==> src/rtl/alu_branch_pkg.sv <==
// Shared opcode, state and fault definitions for the alu_branch sequencer,
// plus the sign-extension and opcode-legality helpers used by its modules.
package alu_branch_pkg;

    localparam logic [6:0] OP_R      = 7'b0110011;
    localparam logic [6:0] OP_I      = 7'b0010011;
    localparam logic [6:0] OP_LOAD   = 7'b0000011;
    localparam logic [6:0] OP_STORE  = 7'b0100011;
    localparam logic [6:0] OP_BRANCH = 7'b1100011;
    localparam logic [6:0] OP_JAL    = 7'b1101111;

    typedef enum logic [2:0] {
        ST_IDLE   = 3'd0,
        ST_FETCH  = 3'd1,
        ST_DECODE = 3'd2,
        ST_EXEC   = 3'd3,
        ST_MEM    = 3'd4,
        ST_WB     = 3'd5,
        ST_HALT   = 3'd6
    } state_e;

    localparam logic [1:0] FAULT_NONE    = 2'b00;
    localparam logic [1:0] FAULT_ILLEGAL = 2'b01;
    localparam logic [1:0] FAULT_TIMEOUT = 2'b10;

    function automatic logic [31:0] sext11(input logic [10:0] v);
        return {{21{v[10]}}, v};
    endfunction

    function automatic logic [31:0] sext9(input logic [8:0] v);
        return {{23{v[8]}}, v};
    endfunction

    function automatic logic is_legal_op(input logic [6:0] op);
        logic legal;
        case (op)
            OP_R, OP_I, OP_LOAD, OP_STORE, OP_BRANCH, OP_JAL: legal = 1'b1;
            default:                                          legal = 1'b0;
        endcase
        return legal;
    endfunction

endpackage

==> src/rtl/alu_branch_imm.sv <==
// Branch/jump offset extraction and word-granular PC adders; every result
// wraps modulo 2^PC_W.
module alu_branch_imm
    import alu_branch_pkg::*;
#(
    parameter int PC_W = 9
) (
    input  logic [PC_W-1:0] pc,
    input  logic [31:0]     instr,
    output logic [PC_W-1:0] pc_inc,
    output logic [PC_W-1:0] br_target,
    output logic [PC_W-1:0] jal_target
);

    logic [31:0] br_off_s;
    logic [31:0] jal_off_s;
    logic        unused_bits_s;

    // Offsets are sign-extended then truncated, so the adders wrap naturally.
    always_comb begin
        br_off_s   = sext11({instr[31], instr[7], instr[30:25], instr[11:9]});
        jal_off_s  = sext9(instr[31:23]);
        pc_inc     = pc + PC_W'(1);
        br_target  = pc + br_off_s[PC_W-1:0];
        jal_target = pc + jal_off_s[PC_W-1:0];
    end

    assign unused_bits_s = ^{br_off_s[31:PC_W], jal_off_s[31:PC_W],
                             instr[22:12], instr[8], instr[6:0]};

endmodule

==> src/rtl/alu_branch_seq.sv <==
// Multi-cycle fetch/decode/exec/mem/writeback sequencer for the alu_branch
// datapath, tolerant of variable-latency instruction and data memories.
module alu_branch_seq
    import alu_branch_pkg::*;
#(
    parameter int PC_W    = 9,
    parameter int RET_W   = 16,
    parameter int TIMEOUT = 15
) (
    input  logic             clk,
    input  logic             reset,
    input  logic             start,
    output logic             imem_req,
    output logic [PC_W-1:0]  imem_addr,
    input  logic             imem_ack,
    input  logic [31:0]      imem_rdata,
    output logic [31:0]      instr,
    input  logic             cmp_true,
    output logic             dmem_req,
    output logic             dmem_we,
    input  logic             dmem_ack,
    output logic             alu_en,
    output logic             rf_we,
    output logic [PC_W-1:0]  pc,
    output logic [RET_W-1:0] retired,
    output logic             busy,
    output logic             halted,
    output logic [1:0]       fault
);

    localparam int TMO_W = $clog2(TIMEOUT + 1);

    state_e            state_q, state_d;
    logic [PC_W-1:0]   pc_q, pc_d;
    logic [31:0]       instr_q, instr_d;
    logic [RET_W-1:0]  ret_q, ret_d;
    logic [1:0]        fault_q, fault_d;
    logic [TMO_W-1:0]  tmo_q, tmo_d;
    logic              imem_req_q, imem_req_d;
    logic              dmem_req_q, dmem_req_d;
    logic              dmem_we_q, dmem_we_d;
    logic              alu_en_q, alu_en_d;
    logic              rf_we_q, rf_we_d;
    logic              busy_q, busy_d;
    logic              halted_q, halted_d;

    logic [PC_W-1:0]   pc_inc_s, br_target_s, jal_target_s;
    logic [6:0]        opcode_s;
    logic              retire_s;
    logic              tmo_hit_s;

    assign opcode_s  = instr_q[6:0];
    assign tmo_hit_s = (tmo_q == TMO_W'(TIMEOUT - 1));

    alu_branch_imm #(.PC_W(PC_W)) u_imm (
        .pc         (pc_q),
        .instr      (instr_q),
        .pc_inc     (pc_inc_s),
        .br_target  (br_target_s),
        .jal_target (jal_target_s)
    );

    // Next-state logic; every return to FETCH carries the new PC and clears the wait counter.
    always_comb begin
        state_d  = state_q;
        pc_d     = pc_q;
        instr_d  = instr_q;
        fault_d  = fault_q;
        tmo_d    = tmo_q;
        retire_s = 1'b0;
        case (state_q)
            ST_IDLE: begin
                if (start) begin
                    pc_d    = {PC_W{1'b0}};
                    tmo_d   = {TMO_W{1'b0}};
                    state_d = ST_FETCH;
                end else begin
                    state_d = ST_IDLE;
                end
            end
            ST_FETCH: begin
                if (imem_ack) begin
                    instr_d = imem_rdata;
                    state_d = ST_DECODE;
                end else if (tmo_hit_s) begin
                    fault_d = FAULT_TIMEOUT;
                    state_d = ST_HALT;
                end else begin
                    tmo_d = tmo_q + TMO_W'(1);
                end
            end
            ST_DECODE: begin
                if (instr_q == 32'h0000_0000) begin
                    state_d = ST_HALT;
                end else if (is_legal_op(opcode_s)) begin
                    state_d = ST_EXEC;
                end else begin
                    fault_d = FAULT_ILLEGAL;
                    state_d = ST_HALT;
                end
            end
            ST_EXEC: begin
                case (opcode_s)
                    OP_BRANCH: begin
                        pc_d     = cmp_true ? br_target_s : pc_inc_s;
                        retire_s = 1'b1;
                        tmo_d    = {TMO_W{1'b0}};
                        state_d  = ST_FETCH;
                    end
                    OP_LOAD, OP_STORE: begin
                        tmo_d   = {TMO_W{1'b0}};
                        state_d = ST_MEM;
                    end
                    OP_R, OP_I, OP_JAL: begin
                        state_d = ST_WB;
                    end
                    default: begin
                        fault_d = FAULT_ILLEGAL;
                        state_d = ST_HALT;
                    end
                endcase
            end
            ST_MEM: begin
                if (dmem_ack) begin
                    if (opcode_s == OP_STORE) begin
                        pc_d     = pc_inc_s;
                        retire_s = 1'b1;
                        tmo_d    = {TMO_W{1'b0}};
                        state_d  = ST_FETCH;
                    end else begin
                        state_d = ST_WB;
                    end
                end else if (tmo_hit_s) begin
                    fault_d = FAULT_TIMEOUT;
                    state_d = ST_HALT;
                end else begin
                    tmo_d = tmo_q + TMO_W'(1);
                end
            end
            ST_WB: begin
                pc_d     = (opcode_s == OP_JAL) ? jal_target_s : pc_inc_s;
                retire_s = 1'b1;
                tmo_d    = {TMO_W{1'b0}};
                state_d  = ST_FETCH;
            end
            ST_HALT: begin
                state_d = ST_HALT;
            end
            default: begin
                state_d = ST_IDLE;
            end
        endcase
    end

    // Retired-instruction counter sticks at all-ones.
    always_comb begin
        if (retire_s && (ret_q != {RET_W{1'b1}})) begin
            ret_d = ret_q + RET_W'(1);
        end else begin
            ret_d = ret_q;
        end
    end

    // Control outputs decoded from the upcoming state so they can be registered.
    always_comb begin
        imem_req_d = (state_d == ST_FETCH);
        dmem_req_d = (state_d == ST_MEM);
        dmem_we_d  = (state_d == ST_MEM) && (instr_d[6:0] == OP_STORE);
        alu_en_d   = (state_d == ST_EXEC);
        rf_we_d    = (state_d == ST_WB);
        busy_d     = (state_d != ST_IDLE) && (state_d != ST_HALT);
        halted_d   = (state_d == ST_HALT);
    end

    // State and output registers; reset clears the requests without waiting for a clock.
    always_ff @(posedge clk or posedge reset) begin
        if (reset) begin
            state_q    <= ST_IDLE;
            pc_q       <= {PC_W{1'b0}};
            instr_q    <= 32'h0000_0000;
            ret_q      <= {RET_W{1'b0}};
            fault_q    <= FAULT_NONE;
            tmo_q      <= {TMO_W{1'b0}};
            imem_req_q <= 1'b0;
            dmem_req_q <= 1'b0;
            dmem_we_q  <= 1'b0;
            alu_en_q   <= 1'b0;
            rf_we_q    <= 1'b0;
            busy_q     <= 1'b0;
            halted_q   <= 1'b0;
        end else begin
            state_q    <= state_d;
            pc_q       <= pc_d;
            instr_q    <= instr_d;
            ret_q      <= ret_d;
            fault_q    <= fault_d;
            tmo_q      <= tmo_d;
            imem_req_q <= imem_req_d;
            dmem_req_q <= dmem_req_d;
            dmem_we_q  <= dmem_we_d;
            alu_en_q   <= alu_en_d;
            rf_we_q    <= rf_we_d;
            busy_q     <= busy_d;
            halted_q   <= halted_d;
        end
    end

    assign imem_req  = imem_req_q;
    assign imem_addr = pc_q;
    assign instr     = instr_q;
    assign dmem_req  = dmem_req_q;
    assign dmem_we   = dmem_we_q;
    assign alu_en    = alu_en_q;
    assign rf_we     = rf_we_q;
    assign pc        = pc_q;
    assign retired   = ret_q;
    assign busy      = busy_q;
    assign halted    = halted_q;
    assign fault     = fault_q;

endmodule

==> config.mk <==
export PLATFORM = sky130hd
export DESIGN_NAME = alu_branch_seq
export DESIGN_NICKNAME = d
export VERILOG_FILES = /design/src/rtl/alu_branch_pkg.sv /design/src/rtl/alu_branch_imm.sv /design/src/rtl/alu_branch_seq.sv
export SDC_FILE = /design/constraint.sdc
export NUM_CORES = 1
export LEC_CHECK = 0
export CAP_MARGIN = 40
export CORE_MARGIN = 2
export CORE_UTILIZATION = 30
export DETAILED_ROUTE_END_ITERATION = 6
export PLACE_DENSITY = 0.51
export SLEW_MARGIN = 20
export SYNTH_ARGS = -nofsm -noshare
export SYNTH_HDL_FRONTEND = slang
export SYNTH_HIERARCHICAL = 1
export SYNTH_SLANG_ARGS = --single-unit
==> constraint.sdc <==
create_clock -name clk -period 2.6 [get_ports clk]
set_input_delay 0.39 -clock clk [delete_from_list [all_inputs] [get_ports clk]]
set_output_delay 0.39 -clock clk [all_outputs]
set_load 0.05 [all_outputs]
Word level (Yosys, flattened, before mapping)
Cells that the tools add are included.
- bits in latches: 0
- bits of input ports: 38
- register bits: 73
- output and inout port bits: 75
- RAM bits: 0
- memories kept: 0
- ROM bits: 0
- eq/ne operators: 32
- bitwise logic cells: 0
- multiplexer cells: 39
- multiply operators: 0
- reductions and logical operators: 17
- order comparisons: 0
- div/mod/pow operators: 0
- shift-type cells: 0
- $add $sub $neg: 5
- operator list (operator ; count):
    $mux W9 ; 6
    $pmux W9 S4 ; 1
    $logic_not A32 Y1 ; 1
    $mux W4 ; 6
    $eq A7 B6 Y1 const B ; 3
    $pmux W3 S7 ; 1
    $ne A2 B2 Y1 const B ; 10
    $pmux W4 S5 ; 1
    $add A9 B9 Y9 ; 2
    $eq A3 B3 Y1 const B ; 6
    $mux W3 ; 6
    $add A16 B1 Y16 const B ; 1
    $ne A16 B16 Y1 const B ; 1
    $eq A7 B7 Y1 const B ; 2
    $mux W7 ; 2
    $mux W2 ; 6
    $reduce_and A5 Y1 ; 2
    $add A9 B1 Y9 const B ; 1
    $eq A3 B2 Y1 const B ; 3
    $pmux W3 S3 ; 1
    $pmux W2 S4 ; 1
    $reduce_bool A4 Y1 ; 2
    $eq A7 B2 Y1 const B ; 1
    $eq A7 B5 Y1 const B ; 1
    15 further kinds ; 26

Depth between registers and ports, before layout
- depth after elaboration: 10
- gate-level depth with buffers: 10
- mapped depth without buffers: 10

Cells and area by module
Netlist, hierarchy kept.
- modules (own cells, without submodules) (module ; cells an instance ; area each (um^2) ; times used):
    alu_branch_seq ; 318 ; 3633.5 ; 1
    alu_branch_imm ; 106 ; 813.3 ; 1

Least setup slack after synthesis
No wires, ideal clock.
- kind: flip-flop to flip-flop
- start: register pc_q[0], in the netlist imem_addr[0]
- end: register pc_q[6], in the netlist imem_addr[6]
- data arrival time: 2680 ps
- cell stages (with the launch flop): 11
- buffers on the path: 0
- path slack: -217 ps
- cells stage by stage: dfrtp_1 ha_1 inv_1 fa_1 nand2b_1 a21oi_1 a31oi_1 xnor2_1 mux2_1 a222oi_1 a21oi_1
- RTL lines (what ; line ; text):
    start, declared ; alu_branch_seq.sv:34 ; logic [PC_W-1:0] pc_q, pc_d;
    start signal, assigned ; alu_branch_seq.sv:179 ; pc_q <= {PC_W{1'b0}};
    start signal, assigned ; alu_branch_seq.sv:193 ; pc_q <= pc_d;
    $add A9 B9 Y9 ; alu_branch_imm.sv:25 ; jal_target = pc + jal_off_s[PC_W-1:0];
    net jal_target_s[6] ; alu_branch_seq.sv:47 ; logic [PC_W-1:0] pc_inc_s, br_target_s, jal_target_s;
    $mux W9 ; alu_branch_seq.sv:141 ; pc_d = (opcode_s == OP_JAL) ? jal_target_s : pc_inc_s;
    $pmux W9 S4 ; alu_branch_seq.sv:71 ; case (state_q)
The timed path passes the listed nets, and every way through them passes these cells. The select of a mux whose other input is x is not followed.
A chain may end at the register's enable or synchronous reset.

Worst setup path in the final report
- start: register instr_q[24], in the netlist instr[24]
- end: register pc_q[7], in the netlist imem_addr[7]
- word-level cells in the longest chain between the ends: 3
- RTL lines (what ; line ; text):
    start, declared ; alu_branch_seq.sv:35 ; logic [31:0] instr_q, instr_d;
    start signal, assigned ; alu_branch_seq.sv:194 ; instr_q <= instr_d;
    $add A9 B9 Y9 ; alu_branch_imm.sv:25 ;
    net jal_target_s[7] ; alu_branch_seq.sv:47 ;
    $mux W9 ; alu_branch_seq.sv:141 ;
    $pmux W9 S4 ; alu_branch_seq.sv:71 ;
The timed path passes the listed nets, and every way through them passes these cells.

==> results.ini <==
[drt]
drtIter0Drc=203
ant_nets=0
wl_um=13000
wl_per_cell_um=17.3
dr.pass1.iters=5
via_per_inst=5.13
drc=0
vias=3857

[global_routing]
grt_pass1_vias=3987
grt_pass1_wl_um=21000
grt_usage_pct=16.7
grt_max_degree=37
gr-total-overflow=0
antenna_found_initial=0

[pwr]
pwr-share-seq_pct=20.7
p_clk_share_pct=13.0
pwr-share-comb_pct=66.3
swShare_pct=49.4
irDropWorstVdd_mv=0.471
p_int_mw=4.98
power.total_mw=9.84
p_switching_mw=4.86
power.density_nw_per_um2=1560
power_leakage_nw=2.61

[timing]
fin_ws_ns=0.164
fmax_ghz=0.411
setup_viol_count_final=0
rsz0062_at_grt=no
fin_tns_setup_ns=0
hold_viol_final=0
max-slew-margin-rel_pct=59.4
post-route-period-util_pct=93.7
min_period_ns=2.44
finClkSkew_ns=0.00790
tightest_slew_ns=0.610
report.final.slew_viol_count=0

[placed_design]
gp_congestion=0.826
pre_cts_slack_ns=0.00909
dp_hpwl_um=9700
port_buffers=112

[layout]
antenna_cells=0
syn_to_final_growth_pct=41.6
most-common-layout-cells=112 x clkdlybuf4s50_1, 68 x dfrtp_1, 36 x buf_4
drive_above_1_share_pct=19.7
final_net_count=623
final_util_pct=43.3
final_common_cell=clkdlybuf4s50_1

[floorplan]
die_h_um=126
design.core.area_sq_um=14500
die_x_um=126
io-pin-count=113
rows=44
initial_utilization_pct=30.6
die-area_sq_um=15800

[cts]
htree_levels=3
numCtsBuffers=9
clk_pin_slew_ns=0.06
clock-sinks=73
clock_tree.root_cell=clkbuf_16
clk_path_buf_depth=2
hold_buffers=0
insertion_delay_ns=0.34
cts_tree=yes

[logic_synthesis]
netlist-cell-type-count=62
yosys_warnings=6
synth_edf_count=0
synth_nets=484
ys_ff_latch=73
yosysTopAreaCell=dfrtp_1
yosysTopAreaCellShare_pct=41.1
async_reset_ff_share_pct=100
postSynthCellCount=424
synth.avg_cell_area_sq_um=10.5
synth_flop_cell=dfrtp_1
synth_area_leaders=dfrtp_1 41%, mux2_2 8.4%, xnor2_1 5.9%, ha_1 5.6%, a21oi_1 3.0%
ys_seq_area_share_pct=41.1
netlist_area_sq_um=4450

[worst_setup_path]
worstSetupStartpoint=instr[24]
required_ns=2.81
startpoint_type=register
cp.arrival_ns=2.65
worstReg2RegStart=instr[24]
worst-setup-path-type=register to register
endpoint_kind=register
crit_fanout=5

[status]
status=complete, no violations

[worst_hold_path]
hold_class=input port to async pin

[run]
maxCapViolCount=0

==> cell families after synthesis <==
logic type | count (synthesis) | synth area share, %
and+or+nand+nor | 129 | 16.2
AOI/OAI and AO/OA | 78 | 12.7
DFF | 73 | 41.1
muxes | 47 | 11.8
buffers and inverters | 38 | 4.42
xor gates and xnor gates | 37 | 7.29
adders and majority gates | 22 | 6.53
==> timing repair <==
action	CTS	global route
endpoints found under the setup margin	0	4
buffers inserted	0	3
resized for setup	0	7
==> cells in the mapped netlist, types with 2 or more instances <==
| cell type | number |
|---|---|
| nand2_2 | 2 |
| a32o_1 | 2 |
| xnor2_1 | 30 |
| mux2_1 | 12 |
| o21a_1 | 2 |
| a31oi_1 | 6 |
| clkbuf_1 | 2 |
| dfrtp_1 | 73 |
| nand4_1 | 9 |
| nor2_1 | 31 |
| ha_1 | 20 |
| a211oi_1 | 3 |
| mux2_2 | 33 |
| nor3_1 | 9 |
| o21bai_1 | 4 |
| nor2b_1 | 4 |
| nor4_1 | 7 |
| a222oi_1 | 9 |
| and2_1 | 2 |
| nand2_1 | 19 |
| mux2i_1 | 2 |
| xor2_1 | 7 |
| fa_1 | 2 |
| buf_2 | 7 |
| inv_1 | 17 |
| buf_4 | 10 |
| nand3_1 | 17 |
| nor3_2 | 2 |
| o21ai_0 | 8 |
| and3_1 | 5 |
| and2b_1 | 2 |
| a41oi_1 | 2 |
| a21o_1 | 4 |
| nand2b_1 | 6 |
| a21oi_1 | 27 |
==> metrics by stage <==
step | area (sq um) | cells | hold WS, ns
detailed placement | 5940 | 733 | 0.493
floorplan | 4450 | 424 | 0.507
CTS | 6240 | 749 | 0.317
global route | 6290 | 752 | 0.350
global placement | 5940 | 733 | 0.487
finish | 6290 | 752 | 0.317
==> worst max-delay path, cell delays in order, from the launching register on <==
cell	delay (ns)
dfrtp_2	0.43
ha_1	0.32
a211oi_2	0.31
nor3_2	0.09
mux2i_1	0.12
or3_1	0.36
mux2_1	0.29
a222oi_1	0.30
a21oi_1	0.11
==> sequential cells by signal, summed over array words and instances, names as in the netlist, 2 cells and up <==
| signal | count |
|---|---|
| retired | 16 |
| instr | 32 |
| state_q | 3 |
| fault | 2 |
| tmo_q | 4 |
| imem_addr | 9 |
==> final cells by class <==
type | instances | area, sq um
clock buffer | 11 | 243
timing repair buffer | 149 | 1410
fill | 1424 | 8240
multi-input combinational | 313 | 2450
clock inverter | 5 | 62.6
inverter | 17 | 63.8
tap | 184 | 230
sequential | 73 | 1830
==> power groups by stage <==
stage / clock network, mW / registers [mW] / logic, mW
2_1_floorplan: 0 / 3.39 / 3.05
3_3_place_gp: 0 / 2.04 / 6.37
3_5_place_dp: 0 / 2.05 / 6.40
4_1_cts: 1.33 / 2.04 / 6.44
5_1_grt: 1.37 / 2.11 / 7.03
6_report: 1.28 / 2.03 / 6.53
==> final timing paths <==
| check | endpoint | slack [ns] | cells after the start |
|---|---|---|---|
| worst min register to register | retired[11] | 0.51 | 1 |
| min in group clk | retired[11] | 0.51 | 1 |
| worst max register to register | imem_addr[7] | 0.16 | 8 |
| max in group asynchronous | imem_addr[1] | 1.75 | 3 |
| worst min-delay path | instr[14] | 0.32 | 2 |
| worst max-delay path | imem_addr[7] | 0.16 | 8 |
==> per-layer routing <==
| layer | up-vias | GRT usage (%) | wire length, um |
|---|---|---|---|
| li1 | 1816 | - | - |
| met1 | 1866 | 21.6 | 5730 |
| met2 | 161 | 27.3 | 6230 |
| met3 | 14 | 5.27 | 907 |
| met4 | 0 | 4.59 | 152 |
| met5 | - | 0 | 0 |
Power figures use the tool's default switching activity.
